`src/rtl/mc_port_sched.sv`:
```
// mc_port_sched: steps a 1-based port selector across the enabled measurement
// ports. It dwells on each port for a programmable number of catch events, and
// supports continuous or single-sweep operation with a synchronous stop.
// Optional build macro: MC_PORT_SCHED_ONEHOT_EN adds the o_onehot decode of ctrl.
module mc_port_sched #(
    parameter int MAX_PORTS = 32,
    parameter int PORT_W    = 6,
    parameter int RPT_W     = 16
) (
    input  logic                 io_clk,
    input  logic                 io_rst,
    input  logic                 io_catch,
    input  logic                 io_stop,
    input  logic [RPT_W-1:0]     io_RptNo,
    input  logic [PORT_W-1:0]    portNo,
    input  logic [MAX_PORTS-1:0] io_portMask,
    input  logic                 io_mode,
    output logic [PORT_W-1:0]    ctrl,
    output logic [RPT_W-1:0]     o_rptCnt,
    output logic                 o_busy,
    output logic                 o_sweep,
    output logic                 o_err
`ifdef MC_PORT_SCHED_ONEHOT_EN
    ,
    output logic [MAX_PORTS-1:0] o_onehot
`endif
);

    localparam logic [0:0] ST_IDLE = 1'b0;
    localparam logic [0:0] ST_RUN  = 1'b1;

    // Ports 1..min(pn, MAX_PORTS) whose mask bit is set
    function automatic logic [MAX_PORTS-1:0] elig_of(input logic [PORT_W-1:0] pn,
                                                     input logic [MAX_PORTS-1:0] mask);
        logic [MAX_PORTS-1:0] v;
        int lim;
        lim = int'(pn);
        if (lim > MAX_PORTS) lim = MAX_PORTS;
        for (int i = 0; i < MAX_PORTS; i++) v[i] = mask[i] && (i < lim);
        return v;
    endfunction

    // Lowest eligible port number, 0 when none
    function automatic logic [PORT_W-1:0] first_of(input logic [MAX_PORTS-1:0] v);
        logic [PORT_W-1:0] r;
        r = '0;
        for (int i = MAX_PORTS - 1; i >= 0; i--) if (v[i]) r = PORT_W'(i + 1);
        return r;
    endfunction

    // Lowest eligible port strictly above cur, 0 when none (caller handles wrap)
    function automatic logic [PORT_W-1:0] next_of(input logic [MAX_PORTS-1:0] v,
                                                  input logic [PORT_W-1:0] cur);
        logic [PORT_W-1:0] r;
        r = '0;
        for (int i = MAX_PORTS - 1; i >= 0; i--)
            if (v[i] && (i + 1 > int'(cur))) r = PORT_W'(i + 1);
        return r;
    endfunction

`ifdef MC_PORT_SCHED_ONEHOT_EN
    function automatic logic [MAX_PORTS-1:0] onehot_of(input logic [PORT_W-1:0] c);
        logic [MAX_PORTS-1:0] r;
        for (int i = 0; i < MAX_PORTS; i++) r[i] = (int'(c) == i + 1);
        return r;
    endfunction
`endif

    logic [0:0]           state_q, state_d;
    // Shadow config: portNo and mask are folded into one eligibility vector at start
    logic [MAX_PORTS-1:0] sh_elig_q, sh_elig_d;
    logic [RPT_W-1:0]     sh_rpt_q, sh_rpt_d;
    logic                 sh_mode_q, sh_mode_d;
    logic [PORT_W-1:0]    ctrl_d;
    logic [RPT_W-1:0]     cnt_d;
    logic                 busy_d, sweep_d, err_d;

    logic [MAX_PORTS-1:0] live_elig;
    logic [PORT_W-1:0]    live_first, run_first, run_next;

    assign live_elig  = elig_of(portNo, io_portMask);
    assign live_first = first_of(live_elig);
    assign run_first  = first_of(sh_elig_q);
    assign run_next   = next_of(sh_elig_q, ctrl);

    // Next-state decision: stop beats catch; every catch is resolved in one cycle
    always_comb begin
        state_d   = state_q;
        sh_elig_d = sh_elig_q;
        sh_rpt_d  = sh_rpt_q;
        sh_mode_d = sh_mode_q;
        ctrl_d    = ctrl;
        cnt_d     = o_rptCnt;
        busy_d    = o_busy;
        sweep_d   = 1'b0;
        err_d     = 1'b0;
        if (io_stop) begin
            state_d = ST_IDLE;
            ctrl_d  = '0;
            cnt_d   = '0;
            busy_d  = 1'b0;
        end else if (state_q == ST_IDLE) begin
            if (io_catch) begin
                sh_elig_d = live_elig;
                sh_rpt_d  = (io_RptNo == '0) ? RPT_W'(1) : io_RptNo;
                sh_mode_d = io_mode;
                if (live_first != '0) begin
                    state_d = ST_RUN;
                    ctrl_d  = live_first;
                    cnt_d   = RPT_W'(1);
                    busy_d  = 1'b1;
                end else begin
                    err_d = 1'b1;
                end
            end
        end else if (io_catch) begin
            if (o_rptCnt < sh_rpt_q) begin
                cnt_d = o_rptCnt + 1'b1;
            end else if (run_next != '0) begin
                ctrl_d = run_next;
                cnt_d  = RPT_W'(1);
            end else begin
                sweep_d = 1'b1;
                if (!sh_mode_q) begin
                    ctrl_d = run_first;
                    cnt_d  = RPT_W'(1);
                end else begin
                    state_d = ST_IDLE;
                    ctrl_d  = '0;
                    cnt_d   = '0;
                    busy_d  = 1'b0;
                end
            end
        end
    end

    // Register state, shadows and all outputs; async reset clears everything
    always_ff @(posedge io_clk or posedge io_rst) begin
        if (io_rst) begin
            state_q   <= ST_IDLE;
            sh_elig_q <= '0;
            sh_rpt_q  <= '0;
            sh_mode_q <= 1'b0;
            ctrl      <= '0;
            o_rptCnt  <= '0;
            o_busy    <= 1'b0;
            o_sweep   <= 1'b0;
            o_err     <= 1'b0;
`ifdef MC_PORT_SCHED_ONEHOT_EN
            o_onehot  <= '0;
`endif
        end else begin
            state_q   <= state_d;
            sh_elig_q <= sh_elig_d;
            sh_rpt_q  <= sh_rpt_d;
            sh_mode_q <= sh_mode_d;
            ctrl      <= ctrl_d;
            o_rptCnt  <= cnt_d;
            o_busy    <= busy_d;
            o_sweep   <= sweep_d;
            o_err     <= err_d;
`ifdef MC_PORT_SCHED_ONEHOT_EN
            o_onehot  <= onehot_of(ctrl_d);
`endif
        end
    end

endmodule

```
`config.mk`:
```
export PLATFORM = sky130hd
export DESIGN_NAME = mc_port_sched
export DESIGN_NICKNAME = d
export VERILOG_FILES = /design/src/rtl/mc_port_sched.sv
export SDC_FILE = /design/constraint.sdc
export NUM_CORES = 1
export LEC_CHECK = 0
export ABC_CLOCK_PERIOD_IN_PS = 3950
export BUFFER_PORTS_ARGS = -buffer_cell sky130_fd_sc_hd__buf_4
export CAP_MARGIN = 20
export CORE_MARGIN = 2
export CORE_UTILIZATION = 40
export DETAILED_ROUTE_END_ITERATION = 8
export HOLD_SLACK_MARGIN = 0.03
export SYNTH_ARGS = -nofsm -noshare
export SYNTH_HDL_FRONTEND = slang
export SYNTH_SLANG_ARGS = --single-unit
```
`constraint.sdc`:
```
create_clock -name io_clk -period 3.95 [get_ports io_clk]
set_clock_uncertainty 0.15 [all_clocks]
set_input_delay 0 -clock io_clk [delete_from_list [all_inputs] [get_ports io_clk]]
set_output_delay 0 -clock io_clk [all_outputs]
set_load 0.05 [all_outputs]
```
==> results.md <==
Layout:
- Of the cells placed in the final design, the portion with a size suffix greater than 1 is 0.147.
- The area added between synthesis and finish is 26.6%.
- In the layout the commonest cells are 105 x o21ai_0, 103 x nand2_1, 97 x buf_4, 73 x dfrtp_1, 65 x nor2_1.
- The final layout contains 1006 nets.
- The repair_antennas step left the layout with diodes totalling 0.
- The post-route core utilization is 0.514.
- The library cell used most frequently in the layout, excluding fill and tap cells, is o21ai_0.

Detailed routing:
- In the routed layout, each cell is associated on average with a via count of 6.07.
- The detail route stage leaves a number of antenna-violating nets equal to 0.
- The average wire per standard cell is 18.1 um.
- The total DRC errors in the routed layout is 0.
- The first-pass iteration count of the detailed router is 6.
- After the first detailed-routing iteration, the DRC count stood at 727.
- The final route contains 6822 vias.
- The final wirelength is 20300 um.

Synth:
- After synthesis, the netlist uses 80 different library cells.
- The number of nets in the synthesized netlist is 899.
- The number of synthesized flops with an enable pin is 0.
- For this run, asynchronously set or reset flops after synthesis account for 1.00.
- Ranked by total cell area, the synthesized netlist is headed by dfrtp_1 31%, o21ai_0 8.7%, nand2_1 6.3%, nor2_1 4.0%, a21oi_1 3.3%.
- The mean cell area of the mapped netlist is 7.44 um2.
- Of the post-synthesis cell area, the dominant cell type holds 0.306.
- The cell count after synthesis came out at 824.
- After synthesis the cells add up to 6130 um2.
- The register bit total from synthesis is 75.
- Of the synthesized area, sequential elements account for 0.306.
- The total number of yosys warnings is 0.
- The largest total area in the synthesized netlist belongs to dfrtp_1.
- The dominant register cell in the synthesized netlist is dfrtp_1.

Global routing:
- Across every metal layer, demand over resource in global routing totals 0.250.
- The via count of the first global-routing pass is 6072.
- The maximum number of pins on one net before global-route repair is 52.
- The first global-routing pass estimated 32600 um of wire.
- The initial antenna violation count is 0.
- Global routing finished with a remaining overflow of 0.

Floorplan:
- The vertical die dimension is 128 um.
- The initial core utilization is 0.406.
- Row generation in the floorplan step produced 45 rows.
- The core region is 15100 um2.
- The floorplan step defined a die boundary enclosing 16300 um2.
- The top-level I/O count is 84.
- Measured along the x axis, the die boundary spans 128 um.

Clocking:
- The number of buffers created by CTS is 9.
- The count of clock tree sinks is 75.
- The clock tree from TritonCTS is built.
- Post-CTS timing repair inserted 0 buffers for setup.
- At the later pin of the worst-skew pair, clock insertion delay measures 0.34 ns.
- After clock tree synthesis, the clock-pin slew on the worst setup and hold paths is 0.06 ns.
- The maximum root-to-sink buffer count is 2.
- The CTS root buffer is clkbuf_16.
- The deepest level of the CTS H-tree is 3.

Critical path:
- For flop-to-flop paths, the worst setup slack is 0.12 ns.
- The critical path required time is 4.02 ns.
- Counting both buffers and inverters, the worst setup path holds a total of 2.
- At the worst endpoint, the arrival time is 3.89 ns.
- On the worst path, the slowest cell contributes a delay of 0.63 ns.
- The slowest cell on the critical path is or4b_2.
- The category of the worst setup path capture point is a flop.
- The startpoint type of the worst setup path is a flop.
- The critical path goes through buf_4 > or4b_2 > o21ai_0 > o21ai_0 > a21oi_1 > o22ai_1 > or3_1 > nor3_1 > nor3_1 > dlygate4sd3_1.
- Along the worst path, the maximum fanout reaches 15.
- By startpoint and endpoint, the worst setup path is classified as flop to flop.
- Among cell families on the critical path, the largest total delay comes from simple AND/OR/NAND/NOR gates.

Power and ir drop:
- The share of power burned in registers is 0.359.
- The internal portion of the total power is 0.00179 W.
- The share of total power dissipated in combinational logic is 0.347.
- IR analysis of the VDD net gives a maximum drop of 0.220 mV.
- In this run the power density over the cells is 369 nW/um2.
- In this run the power spent charging and discharging nets is 0.00107 W.
- The switching portion of total power is 0.375.
- Of the total power, the clock network draws 0.294.
- The static leakage power is 3.34 nW.

STA:
- The final critical path time including I/O delays and setup is 3.83 ns.
- At the pin with the least slew margin, the transition time is 0.991 ns.
- Setup repair after global routing left no endpoint under its margin.
- In this run the tightest slew margin relative to its limit is 0.338.
- The hold violation count in the final report is 0.
- The number of max-slew violations in the final report came to 0.
- The share of the clock period used by the worst path after layout is 0.969.
- Based on the critical path, the design can be clocked at up to 261 MHz.
- The total negative slack is 0 ns.
- Setup violations remaining at the end of the flow were counted as 0.

Place:
- The detailed-placement wirelength estimate is 14900 um.
- The final weighted congestion of routability-driven global placement is 0.919.
- Input and output buffers added on the ports amount to 83.

Hold path:
- The worst min-delay path class is input pin to flop.

Status:
- The flow ran to the end, and the final reports show no timing, DRC or antenna violations.

Flow run:
- The tool flagged a number of max-cap violations equal to 0.
[area by class of cell]
type,count,area [um2]
Multi-Input combinational cell,657,3890
Sequential cell,75,1880
Clock buffer,10,239
Timing Repair Buffer,152,1310
Inverter,36,135
Clock inverter,6,71.3
Tap cell,188,235
Fill cell,1482,7330
[worst paths after layout]
check | cells after the start | startpoint | end
min | 3 | portNo[4] | sh_elig_q[29]
max in group asynchronous | 6 | io_rst | sh_elig_q[29]
min reg2reg | 2 | sh_rpt_q[0] | sh_rpt_q[0]
max | 10 | ctrl[2] | state_q
max reg2reg | 10 | ctrl[2] | state_q
min in group asynchronous | 4 | io_rst | o_rptCnt[13]
[metrics by stage]
stage	setup WS (ns)	instance area [um2]	hold WS (ns)	std cells	total power, W
2_1_floorplan	0.831	6130	-0.0446	824	0.00165
3_3_place_gp	0.668	6860	0.0582	1053	0.00195
3_5_place_dp	0.559	6860	0.0681	1053	0.00195
4_1_cts	0.100	7690	0.0498	1121	0.00284
5_1_grt	0.0215	7760	0.0931	1124	0.00303
6_report	0.123	7760	0.0859	1124	0.00286
[cells in the mapped netlist (all sizes together) (13+ instances only)]
cell type  count
nand3         26
a211oi        13
o21a          20
a21oi         42
nor3          24
clkbuf        38
and3          16
dfrtp         75
inv           36
nor2          65
o21ai        116
ha            16
buf           18
nand4         18
nand2        103
[sequential cells by signal, indices dropped and copies added, names as in the netlist]
| name | count |
|---|---|
| o_err | 1 |
| sh_rpt_q | 16 |
| state_q | 1 |
| o_rptCnt | 16 |
| sh_mode_q | 1 |
| o_sweep | 1 |
| ctrl | 6 |
| o_busy | 1 |
| sh_elig_q | 32 |
[power by group through the flow]
stage / clock network [W] / registers, W / logic (W)
detailed placement: 0 / 0.00103 / 0.000914
finish: 0.000842 / 0.00103 / 0.000991
global placement: 0 / 0.00103 / 0.000921
CTS: 0.000861 / 0.00102 / 0.000960
floorplan: 0 / 0.000993 / 0.000657
global route: 0.000891 / 0.00104 / 0.00110
[logic make-up (layout without fill, tap and decap cells)]
logic type,count (synthesis),in the layout,share of synthesized area
buffers and inverters,92,204,0.0606
AO/OA/AOI/OAI,305,305,0.326
AND/OR/NAND/NOR,331,331,0.266
multiplexers,3,3,0.00551
adder cells (fa/ha/maj),18,18,0.0359
flip-flops,75,75,0.306
[metal layers]
| layer | vias to the layer above | global-route usage | wire length [um] |
|---|---|---|---|
| met5 | - | 0 | 0 |
| met4 | 0 | 0.0808 | 438 |
| met3 | 40 | 0.0305 | 1380 |
| met2 | 328 | 0.363 | 8680 |
| met1 | 3161 | 0.383 | 9810 |
| li1 | 3293 | - | - |
[worst register-to-register path, cell delays in order (launching register included)]
cell	delay, ns
dfrtp_1	0.56
buf_4	0.26
or4b_2	0.63
o21ai_0	0.22
o21ai_0	0.14
a21oi_1	0.17
o22ai_1	0.15
or3_1	0.47
nor3_1	0.32
nor3_1	0.08
dlygate4sd3_1	0.56
[repair_timing]
action                     4_1_cts  5_1_grt
setup endpoints to repair        0        1
hold buffers                    52        1
gates resized for setup          0        5
hold endpoints to repair       113        4
Power figures use the tool's default switching activity.
